===== config.mk =====
export PLATFORM = sky130hd
export DESIGN_NAME = jag_bus_arbiter_flat
export DESIGN_NICKNAME = d
export VERILOG_FILES = /design/src/rtl/jag_bus_arbiter_if.sv /design/src/rtl/jag_bus_arbiter.sv /design/src/flat_wrapper.sv
export SDC_FILE = /design/constraint.sdc
export NUM_CORES = 1
export LEC_CHECK = 0
export CAP_MARGIN = 0
export CORE_ASPECT_RATIO = 0.8
export CORE_UTILIZATION = 40
export CTS_CLUSTER_SIZE = 40
export DETAILED_ROUTE_END_ITERATION = 6
export HOLD_SLACK_MARGIN = 0.08
export PLACE_DENSITY = 0.64
export SYNTH_ARGS = -nofsm -noshare
export SYNTH_HDL_FRONTEND = slang
export SYNTH_SLANG_ARGS = --single-unit

===== constraint.sdc =====
create_clock -name sys_clk -period 1.65 [get_ports sys_clk]
set_input_delay 0.33 -clock sys_clk [delete_from_list [all_inputs] [get_ports sys_clk]]
set_output_delay 0.33 -clock sys_clk [all_outputs]
set_load 0.05 [all_outputs]

===== src/rtl/jag_bus_arbiter_if.sv =====
// Bus-ownership handshake bundle between the arbiter, the 68000 and the internal masters.
// The arbiter connects through the slave modport; the requester side connects through master.
interface jag_bus_arbiter_if #(
    parameter int NREQ = 4
);
    logic [NREQ-1:0] breq;
    logic            busy;
    logic            cpu_asl;
    logic            bgl;
    logic            brl;
    logic            bgackl;
    logic [NREQ-1:0] gnt;
    logic            ba;

    modport slave (
        input  breq,
        input  busy,
        input  cpu_asl,
        input  bgl,
        output brl,
        output bgackl,
        output gnt,
        output ba
    );

    modport master (
        output breq,
        output busy,
        output cpu_asl,
        output bgl,
        input  brl,
        input  bgackl,
        input  gnt,
        input  ba
    );
endinterface


===== src/rtl/jag_bus_arbiter.sv =====
// Hands the system bus between the 68000 and the internal masters using BR/BG/BGACK.
// It uses fixed priority (bit 0 highest) and preempts an owner that holds the bus too long.
module jag_bus_arbiter #(
    parameter int NREQ     = 4,
    parameter int HOLD_MAX = 16
) (
    input  logic               sys_clk,
    input  logic               resetl,
    input  logic               ce_i,
    jag_bus_arbiter_if.slave   bus
);

    localparam int HW = $clog2(HOLD_MAX + 1);

    typedef enum logic [1:0] {
        ST_CPU,
        ST_REQ,
        ST_OWN,
        ST_TURN
    } state_t;

    state_t          state_q,   state_d;
    logic [NREQ-1:0] grant_q,   grant_d;
    logic [NREQ-1:0] mask_q,    mask_d;
    logic [HW-1:0]   holdCnt_q, holdCnt_d;
    logic            brl_q,     brl_d;
    logic            bgackl_q,  bgackl_d;
    logic            ba_q,      ba_d;

    logic [NREQ-1:0] others;
    logic [NREQ-1:0] eligible;
    logic            holdExpired;

    function automatic logic [NREQ-1:0] lowestBit(input logic [NREQ-1:0] v);
        logic [NREQ-1:0] r;
        r = '0;
        for (int i = NREQ - 1; i >= 0; i--) begin
            if (v[i]) begin
                r    = '0;
                r[i] = 1'b1;
            end
        end
        return r;
    endfunction

    assign others      = bus.breq & ~grant_q;
    assign eligible    = bus.breq & ~mask_q;
    assign holdExpired = (holdCnt_q == HW'(HOLD_MAX));

    always_comb begin
        state_d   = state_q;
        grant_d   = grant_q;
        mask_d    = mask_q;
        holdCnt_d = holdCnt_q;
        brl_d     = brl_q;
        bgackl_d  = bgackl_q;
        ba_d      = ba_q;
        unique case (state_q)
            ST_CPU: begin
                if (bus.breq != '0) begin
                    state_d = ST_REQ;
                    brl_d   = 1'b0;
                end
            end
            ST_REQ: begin
                if (bus.breq == '0) begin
                    state_d = ST_CPU;
                    brl_d   = 1'b1;
                end else if (!bus.bgl && bus.cpu_asl && !bus.busy) begin
                    state_d   = ST_OWN;
                    grant_d   = lowestBit(bus.breq);
                    holdCnt_d = '0;
                    brl_d     = 1'b1;
                    bgackl_d  = 1'b0;
                    ba_d      = 1'b1;
                end
            end
            ST_OWN: begin
                if (others != '0 && !holdExpired) begin
                    holdCnt_d = holdCnt_q + 1'b1;
                end
                // Release is tested first so a releasing owner is never also masked.
                if (!bus.busy) begin
                    if ((bus.breq & grant_q) == '0) begin
                        state_d = ST_TURN;
                        grant_d = '0;
                        mask_d  = '0;
                    end else if (holdExpired && others != '0) begin
                        state_d = ST_TURN;
                        grant_d = '0;
                        mask_d  = grant_q;
                    end
                end
            end
            ST_TURN: begin
                mask_d    = '0;
                holdCnt_d = '0;
                if (eligible != '0) begin
                    state_d = ST_OWN;
                    grant_d = lowestBit(eligible);
                end else begin
                    state_d  = ST_CPU;
                    bgackl_d = 1'b1;
                    ba_d     = 1'b0;
                end
            end
            default: begin
                state_d = ST_CPU;
            end
        endcase
    end

    always_ff @(posedge sys_clk) begin
        if (!resetl) begin
            state_q   <= ST_CPU;
            grant_q   <= '0;
            mask_q    <= '0;
            holdCnt_q <= '0;
            brl_q     <= 1'b1;
            bgackl_q  <= 1'b1;
            ba_q      <= 1'b0;
        end else if (ce_i) begin
            state_q   <= state_d;
            grant_q   <= grant_d;
            mask_q    <= mask_d;
            holdCnt_q <= holdCnt_d;
            brl_q     <= brl_d;
            bgackl_q  <= bgackl_d;
            ba_q      <= ba_d;
        end
    end

    assign bus.brl    = brl_q;
    assign bus.bgackl = bgackl_q;
    assign bus.gnt    = grant_q;
    assign bus.ba     = ba_q;

endmodule


===== src/flat_wrapper.sv =====
// flat-port wrapper written by rule: the top's interface ports become plain ports
module jag_bus_arbiter_flat 
#(
    parameter int NREQ     = 4,
    parameter int HOLD_MAX = 16
)
  (sys_clk, resetl, ce_i, bus_breq, bus_busy, bus_cpu_asl, bus_bgl, bus_brl, bus_bgackl, bus_gnt, bus_ba);
  jag_bus_arbiter_if #(.NREQ(NREQ)) bus_i ();
  input  logic sys_clk;
  input  logic resetl;
  input  logic ce_i;
  input wire logic [$bits(bus_i.breq)-1:0] bus_breq;
  input wire logic [$bits(bus_i.busy)-1:0] bus_busy;
  input wire logic [$bits(bus_i.cpu_asl)-1:0] bus_cpu_asl;
  input wire logic [$bits(bus_i.bgl)-1:0] bus_bgl;
  output wire logic [$bits(bus_i.brl)-1:0] bus_brl;
  output wire logic [$bits(bus_i.bgackl)-1:0] bus_bgackl;
  output wire logic [$bits(bus_i.gnt)-1:0] bus_gnt;
  output wire logic [$bits(bus_i.ba)-1:0] bus_ba;
  assign bus_i.breq = bus_breq;
  assign bus_i.busy = bus_busy;
  assign bus_i.cpu_asl = bus_cpu_asl;
  assign bus_i.bgl = bus_bgl;
  assign bus_brl = bus_i.brl;
  assign bus_bgackl = bus_i.bgackl;
  assign bus_gnt = bus_i.gnt;
  assign bus_ba = bus_i.ba;
  jag_bus_arbiter #(.NREQ(NREQ), .HOLD_MAX(HOLD_MAX)) u_core (.sys_clk(sys_clk), .resetl(resetl), .ce_i(ce_i), .bus(bus_i));
endmodule

-- Word level (Yosys, flattened, before mapping)
Cells that the tools add are included.
- mux-type cells: 42
- equal/unequal tests: 13
- bitwise logic cells: 5
- $add $sub $neg: 1
- reductions and logical operators: 23
- operators by type and width (kind ; number):
    $mux 4 ; 17
    $mux 5 ; 3
    $pmux 5 s3 ; 1
    $reduce_and 5->1 ; 3
    $mux 2 ; 7
    $and 4x4->4 ; 3
    $pmux 4 s3 ; 1
    $reduce_bool 4->1 ; 3
    $logic_not 4->1 ; 2
    $mux 1 ; 8
    $ne 2x1->1 const B ; 4
    $not 4->4 ; 2
    $pmux 2 s4 ; 1
    $pmux 4 s2 ; 1
    $reduce_and 4->1 ; 2
    $reduce_and 7->1 ; 1
    $ne 2x2->1 const B ; 3
    $ne 3x1->1 const B ; 2
    $pmux 1 s2 ; 3
    $reduce_bool 2->1 ; 3
    $add 5x1->5 const B ; 1
    $eq 5x5->1 const B ; 1
    $eq 2x2->1 const B ; 2
    $logic_and 1x1->1 ; 4
    other kinds (4) ; 6
- register bits: 18
- word-level logic and storage cells: 91
- output and inout bits: 7
- input bits: 10

-- Depth between registers and ports, before layout
Gate-level depths: netlist of run 1.
- depth after elaboration: 8
- gate-level depth with buffers: 7

-- Worst setup path after synthesis of run 1
OpenSTA, ideal clock, no wires.
- path type: register to register
- from: reg u_core.grant_q[0], in the netlist u_core.bus.gnt[0]
- to: reg u_core.holdCnt_q[2]
- arrival time: 1.639 ns
- setup slack: -0.103 ns
- path buffers: 0
- period minus slack after synthesis: 1.753 ns
- stages on the path, launching flop included: 6
- path through: dfxtp_1 nand2b_2 o2111ai_4 a31o_2 and4_1 o21a_1
- word-level cells in the longest chain between the ends: 6
- RTL lines (what ; RTL line ; source):
    start: declaration ; jag_bus_arbiter.sv:23 ; logic [NREQ-1:0] grant_q, grant_d;
    start signal: assignment ; jag_bus_arbiter.sv:124 ; grant_q <= grant_d;
    $not 4->4 ; jag_bus_arbiter.sv:46 ; assign others = bus.breq & ~grant_q;
    $and 4x4->4 ; jag_bus_arbiter.sv:46 ;
    $reduce_bool 4->1 ; jag_bus_arbiter.sv:79 ; if (others != '0 && !holdExpired) begin
    $logic_and 1x1->1 ; jag_bus_arbiter.sv:79 ;
    $ne 2x1->1 (no line) ; - ;
    $reduce_and 5->1 (no line) ; - ;
    end signal: assignment ; jag_bus_arbiter.sv:126 ; holdCnt_q <= holdCnt_d;
    end: declaration ; jag_bus_arbiter.sv:25 ; logic [HW-1:0] holdCnt_q, holdCnt_d;
No other way between the ends.
A chain may end at the register's enable or synchronous reset.

-- Worst setup path in the final report of run 1
- from: in bus_cpu_asl
- to: reg u_core.holdCnt_q[0]
- word-level cells in the longest chain between the ends: 4
- RTL lines (what ; RTL line ; source):
    start: declaration ; flat_wrapper.sv:14 ; input wire logic [$bits(bus_i.cpu_asl)-1:0] bus_cpu_asl;
    $logic_and 1x1->1 (2 in a row) ; jag_bus_arbiter.sv:69 ; end else if (!bus.bgl && bus.cpu_asl && !bus.busy) begin
    $ne 2x1->1 (no line) ; - ;
    $reduce_and 5->1 (no line) ; - ;
No other way between the ends.

==> results of run 1 <==
placed cells by master, fill, tap and decap left out, types with 2 or more instances in the layout:
master and count:
sky130_fd_sc_hd__o211ai_1 2, sky130_fd_sc_hd__nand3_1 5, sky130_fd_sc_hd__clkdlybuf4s50_1 4, sky130_fd_sc_hd__clkbuf_4 3
sky130_fd_sc_hd__a22oi_1 2, sky130_fd_sc_hd__o21a_1 3, sky130_fd_sc_hd__inv_1 5, sky130_fd_sc_hd__dlygate4sd2_1 5
sky130_fd_sc_hd__dfxtp_2 7, sky130_fd_sc_hd__a21oi_2 2, sky130_fd_sc_hd__dfxtp_1 11, sky130_fd_sc_hd__nor4_1 2
sky130_fd_sc_hd__nor2b_1 4, sky130_fd_sc_hd__nand2b_2 2, sky130_fd_sc_hd__a21boi_1 2, sky130_fd_sc_hd__nand4_1 2
sky130_fd_sc_hd__o21ai_0 6, sky130_fd_sc_hd__inv_2 2, sky130_fd_sc_hd__buf_4 34, sky130_fd_sc_hd__nand2b_1 3
sky130_fd_sc_hd__a31oi_4 2, sky130_fd_sc_hd__or4_1 3, sky130_fd_sc_hd__a21oi_1 7, sky130_fd_sc_hd__nand2_1 18
sky130_fd_sc_hd__nor2_1 3, sky130_fd_sc_hd__mux2i_1 7, sky130_fd_sc_hd__o31ai_1 3, sky130_fd_sc_hd__nor3_1 3
metal layers:
metal	part of all wire, %	track usage, %
met5	0	0
met4	0.46	2.273
met3	5.7	5.570
met2	44	30.77
met1	50	32.68
flip-flops by register name (all words and copies together) (netlist names):
signal             flops
u_core.bus.gnt         4
u_core.bus.ba          1
u_core.mask_q          4
u_core.bus.bgackl      1
u_core.holdCnt_q       5
u_core.state_q         2
u_core.bus.brl         1
kinds of logic (layout without fill, tap and decap cells):
family / after synthesis / count (layout) / share of synthesized area (%)
DFF: 18 / 18 / 32.88
adders and majority gates: 2 / 2 / 2.283
and+or+nand+nor: 54 / 54 / 27.51
muxes: 7 / 7 / 6.393
AOI/OAI and AO/OA: 39 / 39 / 26.37
buffers and inverters: 12 / 55 / 4.565
cell usage after synthesis, drive strengths merged:
| master | n | area, um2 |
|---|---|---|
| a21boi | 2 | 15.01 |
| a21oi | 9 | 45.04 |
| a22oi | 2 | 15.01 |
| a31o | 1 | 8.760 |
| a31oi | 3 | 33.78 |
| and3 | 1 | 6.260 |
| and4 | 1 | 8.760 |
| buf | 2 | 12.51 |
| clkbuf | 3 | 11.26 |
| dfxtp | 18 | 360.4 |
| ha | 2 | 25.02 |
| inv | 7 | 26.27 |
| mux2i | 7 | 70.07 |
| nand2 | 19 | 73.82 |
| nand2b | 5 | 36.29 |
| nand3 | 5 | 25.02 |
| nand4 | 2 | 12.51 |
| nand4b | 1 | 8.760 |
| nand4bb | 1 | 11.26 |
| nor2 | 3 | 11.26 |
| nor2b | 5 | 31.28 |
| nor3 | 3 | 15.01 |
| nor3b | 1 | 7.510 |
| nor4 | 3 | 25.02 |
| o2111ai | 1 | 26.28 |
| o211a | 1 | 10.01 |
| o211ai | 2 | 15.01 |
| o21a | 4 | 31.28 |
| o21ai | 8 | 40.04 |
| o2bb2ai | 1 | 8.760 |
| o31ai | 3 | 22.52 |
| o32ai | 1 | 8.760 |
| o41ai | 1 | 8.760 |
| or3 | 1 | 6.260 |
| or4 | 3 | 22.52 |
final timing paths:
check / start / end / slack [ns]
worst max-delay path: bus_cpu_asl / u_core.holdCnt_q[0]$_SDFFE_PN0P_ / 0.02
worst min-delay path: u_core.bus.bgackl$_SDFFE_PN1P_ / u_core.bus.bgackl$_SDFFE_PN1P_ / 0.49
worst max register to register: u_core.holdCnt_q[0]$_SDFFE_PN0P_ / u_core.holdCnt_q[4]$_SDFFE_PN0P_ / 0.07
worst min register to register: u_core.bus.bgackl$_SDFFE_PN1P_ / u_core.bus.bgackl$_SDFFE_PN1P_ / 0.49
worst register-to-register path, cell delays in order (launching register included):
cell and delay (ns):
sky130_fd_sc_hd__dfxtp_2 0.34, sky130_fd_sc_hd__inv_1 0.06, sky130_fd_sc_hd__ha_4 0.15, sky130_fd_sc_hd__nand4bb_1 0.13
sky130_fd_sc_hd__buf_4 0.15, sky130_fd_sc_hd__a31oi_4 0.08, sky130_fd_sc_hd__or4_1 0.48, sky130_fd_sc_hd__a21boi_1 0.13
per-stage QoR:
step | instances | setup TNS, ns
after floorplan | 132 | 0
after global placement | 205 | -6.242
after detailed placement | 205 | -6.487
after CTS | 209 | -0.005444
after global routing | 211 | -0.02276
final | 211 | 0
layout make-up:
type,count,area (um2)
fillers,234,928.4
multi-input cells,102,758.2
flip-flops and latches,18,369.1
repair buffers,44,359.1
well taps,36,45.04
clock buffers,4,36.28
inverters,7,26.28
repair_timing:
| item | in CTS | in global routing |
|---|---|---|
| pin swaps | 2 | 10 |
| setup endpoints to repair | 12 | 13 |
| hold endpoints to repair | 0 | 0 |
| gates resized for setup | 8 | 15 |
| buffers inserted | 0 | 2 |
where the power goes:
group | internal, mW | switching, mW | leakage, nW | total, mW
Sequential | 0.454 | 0.0197 | 0.149 | 0.473
Clock | 0.134 | 0.141 | 0.0210 | 0.275
Combinational | 0.160 | 0.195 | 0.426 | 0.355
Total | 0.748 | 0.355 | 0.596 | 1.10
==> results by stage, run 1 <==
STA:
- Dividing the final minimum period by the clock period gives 98.68%.
- The final count of hold timing violations is 0.
- The number of max-slew violations in the final report was 0.
- The worst path meets setup with 0.02180 ns of slack.
- The clock period minus worst slack is 1.628 ns.
- The slew at the pin with the worst max-slew slack is 0.3544 ns.
- The worst clock skew is 0.003079 ns.
- Setup violations remaining at the end of the flow were counted as 0.
- Derived from the worst setup path, the maximum achievable clock frequency is 614.2 MHz.
- Measured against its own limit, the worst slew margin works out to 76.11%.
- Hold is met by 0.4906 ns.

GRT:
- The via count of the first global-routing pass is 1010.
- The first global-routing pass estimated 4788 um of wire.
- The total grt overflow is 0.
- Entering global routing, the biggest net connects 13 pins.
- The total track usage is 21.36%.
- The number of antenna violations at the first check in global routing came to 0.

Power:
- The completed layout was analyzed and its total power is 1.103 mW.
- The total leakage power is 0.5964 nW.
- Power spread over the standard cell area amounts to 692.1 nW/um2.
- The largest vdd supply drop is 0.4731 mV.

Die:
- The die outline width is 60.53 um.
- After floorplanning, the core was sized to cover 2522 um2.
- The overall die area is 2955 um2.
- The site row count is 16.
- Once the floorplan was initialized, standard cells occupied 43.45% of the core.
- For this design the top-level I/O count stands at 17.
- From bottom edge to top edge, the die measures 48.82 um.

Worst setup path:
- STA classifies the critical path startpoint as an input port.
- The kind of end point of the critical path is a register.
- Grouping stages by cell kind, the critical path spends the most delay in simple AND/OR/NAND/NOR gates.
- The worst reg2reg path depth is 7.
- The standard cell with the maximum stage delay on the critical path is sky130_fd_sc_hd__clkdlybuf4s50_1.
- The data required time at the worst endpoint is 1.88 ns.
- STA puts the critical path data arrival time at 1.86 ns.
- On the worst path, the slowest cell contributes a delay of 0.47 ns.
- The number of cells on the critical path is 6.
- Counting both buffers and inverters, the worst setup path holds a total of 1.
- The largest fanout of any net on the critical path is 5.
- The critical path goes through clkdlybuf4s50_1, nor3b_4, o21a_1, nand2_2, or4_1, a21oi_1.
- The critical path class is in -> reg.

Clock tree:
- CTS saw 18 sinks.
- The hold-fix buffer count after cts is 0.
- Counting along the longest clock path gives a buffer depth of 2.
- The number of clock buffers inserted by TritonCTS is 3.
- In this run the number of H-tree levels came out at 1.
- The clock transition at the registers of the reported paths is 0.11 ns.
- The buffer type at the clock tree root is sky130_fd_sc_hd__clkbuf_4.
- The insertion delay of the later-clocked pin in the worst-skew pair is 0.29 ns.
- The TritonCTS clock tree is done.

Placement:
- Before CTS, the worst setup slack after placement is -0.4972 ns.
- Once detailed placement completed, the half-perimeter wirelength came to 2224 um.
- During placement, the flow inserted port buffers numbering 16.
- The cell area reported after detailed placement is 1471 um2.
- Routability-driven placement finished with a final weighted congestion of 0.9552.

Job:
- The reported max-cap violation count is 0.

Cells and area:
- The proportion of layout cells with a drive suffix above 1 is 37.71%.
- The post-layout utilization of the core is 63.19%.
- The synthesis-to-layout area growth is 45.43%.
- The repair_antennas step left the layout with diodes totalling 0.
- The final layout contains 188 nets.
- The finished cells cover 1594 um2.

Detailed routing:
- In this run the remaining antenna-violating nets after routing total 0.
- The first detailed-routing pass ran for 4 iterations.
- The detailed router placed 1156 vias in this run.
- The remaining routing DRC violations is 0.
- The overall routed net length is 3037 um.
- The detail-routed via count per cell is 5.479.
- The DRC marker count from the first detailed-route iteration is 49.
- After detailed routing, the average wire length per cell comes to 14.39 um.

Yosys:
- The Yosys step of the flow raised 0 warnings.
- Counting every net in the synthesized netlist gives 144.
- Synthesis handed over a netlist of 132 instances.
- The summed instance area of the synthesized netlist is 1096 um2.
- The mean area per synthesized cell is 8.303 um2.
- The sequential element share of the synthesized area is 32.88%.
- The number of different library cells used by synthesis comes to 43.
- The number of register bits inferred by synthesis is 18.

Status:
- The flow ran to the end, and the final reports show no timing, DRC or antenna violations.

Worst hold path:
- Along the worst hold path, the cell count comes to 2.
- The path class of the tightest hold or removal check is reg -> reg.
Note: power is estimated with default switching activity, not from simulation.
==> run 2, diff against run 1 <==
Settings changed: CAP_MARGIN 0 to 5.
==> results of run 2 <==
Final layout, timing and power as in run 1 (identical DEF).
==> run 3, diff against run 2 <==
Settings changed: DONT_BUFFER_PORTS from default to 1, PLACE_DENSITY 0.64 to 0.56.
==> run 3 against run 2 <==
Cell count down 13%. Sequential cell count unchanged. Combinational power down 34%. Routed wire length down 10%. Die area unchanged. Critical path depth up 1. Final area down 16%. Power down 7.8%. Highest routed layer unchanged.
==> results by stage, run 3 (synthesis results as in run 1) <==
Status:
- The run finished with clean final reports.

Worst hold path:
- The launch instance of the worst min-delay path is resetl.
- The tightest min-delay check is of the in -> reg type.

Cells and area:
- The library cell used most frequently in the layout, excluding fill and tap cells, is sky130_fd_sc_hd__nand2_1.
- The final net count is 161 (-14%).
- The cell area after layout is 1339 um2 (-16%).
- The register ranked first by flip-flop count is u_core.holdCnt_q.
- The synthesis-to-layout area growth is 22.15%.
- The antenna cell count is 0 (unchanged).
- The count of filler cells inserted in the layout is 231 (-1.3%).
- Leaving out fill and tap cells, the most frequent cells in the layout are sky130_fd_sc_hd__nand2_1, sky130_fd_sc_hd__buf_4, sky130_fd_sc_hd__dfxtp_1, sky130_fd_sc_hd__a21oi_1, sky130_fd_sc_hd__mux2i_1.
- The flip-flop count of the largest register after layout is 5 (unchanged).
- The proportion of layout cells with a drive suffix above 1 is 28.38% (-9.3 points).
- The post-layout utilization of the core is 53.08% (-10 points).

Clock tree:
- The buffer type at the clock tree root is sky130_fd_sc_hd__clkbuf_4.
- The insertion delay of the later-clocked pin in the worst-skew pair was 0.30 ns (about the same).
- The number of sinks driven by the clock tree is 18 (unchanged).
- TritonCTS built the clock tree.
- The clock transition at the registers of the reported paths is 0.11 ns (about the same).
- The buffer depth of the longest clock path came to 2 (unchanged).
- The number of clock buffers inserted by TritonCTS is 3 (unchanged).
- The level count of the clock H-tree is 1 (unchanged).

STA:
- The worst clock skew is 0.001113 ns (-0.001965 ns).
- The number of max-slew violations in the final report is 0 (unchanged).
- The normalized max-slew margin was 65.55% (-11 points).
- The setup violation total in the final timing report is 0 (unchanged).
- The worst setup slack after layout is 0.07273 ns (+0.05093 ns).
- The final total negative setup slack came to 0 ns (unchanged).
- The period utilization came to 95.59% (-3.1 points).
- The final count of hold timing violations was 0 (unchanged).
- The upper clock frequency limit is 634.0 MHz (+3.2%).
- The slew at the pin with the worst max-slew slack came to 0.5161 ns (+0.1617 ns).
- The clock period minus worst slack is 1.577 ns (-0.05093 ns).

Worst setup path:
- The arrival time at the worst endpoint is 1.79 ns (-0.07 ns).
- For this design, the slowest cell found on the critical path is sky130_fd_sc_hd__dfxtp_2.
- The worst stage delay on the critical path is 0.34 ns (-0.13 ns).
- The startpoint identified for the worst register-to-register timing path is u_core.holdCnt_q[0]$_SDFFE_PN0P_.
- Traced cell by cell, the critical path runs through inv_1, ha_2, nand4bb_4, buf_4, a31o_2, and4_1, o21a_1.
- The setup path with the least slack is of type reg -> reg.
- The data required time at the worst endpoint is 1.86 ns (-0.02 ns).
- The worst setup path is captured at a register.
- The largest fanout of any net on the critical path is 3 (-2).
- The buffer and inverter count on the worst path is 2 (+1).
- The type of origin of the critical path is a register.
- In this run the worst setup path begins at u_core.holdCnt_q[0]$_SDFFE_PN0P_.
- Broken down by cell family, the worst path's largest delay share belongs to compound AO/OA/AOI/OAI gates.
- The reg-to-reg setup timing slack is 0.07 ns (about the same).

Placement:
- The placed wire-length estimate came to 2088 um (-6.1%).
- The cell area reported after detailed placement was 1234 um2 (-16%).
- The pre-CTS setup slack is -0.07168 ns (+0.4255 ns).
- The number of I/O port buffers is 0 (-16).
- The weighted congestion at the end of routability-driven global placement is 0.8392 (-12%).

Detailed routing:
- The total iterations of the first detailed-routing run was 4 (unchanged).
- The average wire per standard cell is 14.85 um (+3.2%).
- The DRC marker count from the first detailed-route iteration is 47 (-4.1%).
- The residual antenna-violating net count after detailed routing is 0 (unchanged).
- The detail-routed via count per cell was 5.832 (+6.4%).
- The overall routed net length is 2732 um (-10%).
- The number of vias in the routed layout is 1073 (-7.2%).
- The remaining routing DRC violations is 0 (unchanged).

Power:
- The total power consumption of the routed design is 1.017 mW (-7.8%).
- The largest vdd supply drop was 0.5659 mV (+20%).
- The total leakage power is 0.4627 nW (-22%).
- The power density over cell area is 759.8 nW/um2 (+9.8%).

Die:
- The effective utilization at floorplan is 43.45% (unchanged).
- The site row count was 16 (unchanged).
- The count of pins on the block boundary is 17 (unchanged).
- The vertical die dimension is 48.82 um (unchanged).
- The die outline width is 60.53 um (unchanged).
- The overall die area came to 2955 um2 (unchanged).
- The standard cell core area came to 2522 um2 (unchanged).

GRT:
- The via count of the first global-routing pass is 919 (-9.0%).
- The maximum number of pins on one net before global-route repair is 18 (+5).
- The first-pass GRT wire length is 4374 um (-8.6%).
- The total grt overflow came to 0 (unchanged).
- The total track usage is 19.45% (-1.9 points).
- The number of antenna violations at the first check in global routing came to 0 (unchanged).

Job:
- The reported max-cap violation count is 0 (unchanged).
run 3: cell types whose count changed in the layout (fill, tap and decap cells not counted), sizes merged:
| cell | change |
|---|---|
| buf | -18 |
| dlygate4sd2 | -5 |
| clkdlybuf4s50 | -4 |
run 3: area by class of cell:
| type | count | area [um2] | share of cell area, % |
|---|---|---|---|
| multi-input combinational | 102 | 733.2 | 54.77 |
| sequential | 18 | 370.4 | 27.66 |
| timing repair buffer | 17 | 127.6 | 9.533 |
| tap | 36 | 45.04 | 3.364 |
| clock buffer | 4 | 36.28 | 2.710 |
| inverter | 7 | 26.28 | 1.963 |
run 3: layer usage:
| metal | track usage [%] | part of all wire, % | vias up |
|---|---|---|---|
| li1 | - | - | 526 |
| met1 | 29.75 | 51 | 496 |
| met2 | 27.11 | 40 | 49 |
| met3 | 5.836 | 8.6 | 2 |
| met4 | 3.030 | 0.29 | 0 |
| met5 | 0 | 0 | - |
run 3: final timing paths:
kind                                                         end  cells after the start
worst max-delay path            u_core.holdCnt_q[2]$_SDFFE_PN0P_                      7
worst min-delay path                 u_core.bus.brl$_SDFFE_PN1P_                      1
worst max register to register  u_core.holdCnt_q[2]$_SDFFE_PN0P_                      7
worst min register to register     u_core.mask_q[2]$_SDFFE_PN0P_                      2
run 3: stage by stage:
stage	hold WS [ns]	std cells
after global placement	0.4325	178
after CTS	0.1212	182
after floorplan	0.4445	132
final	0.1291	184
after detailed placement	0.4362	178
after global routing	0.1216	184
run 3: report_power, final:
group	total, mW	switching (mW)	internal [mW]
combinational	0.235	0.133	0.102
clock	0.284	0.149	0.135
sequential	0.498	0.0447	0.454
total	1.02	0.327	0.691
run 3: what timing repair did:
action                                 CTS  global route
setup buffers                            0             2
setup endpoints to repair                1            12
resized for setup                        1            10
pin swaps                                0             3
endpoints found under the hold margin    0             0
hold buffers                             0             0
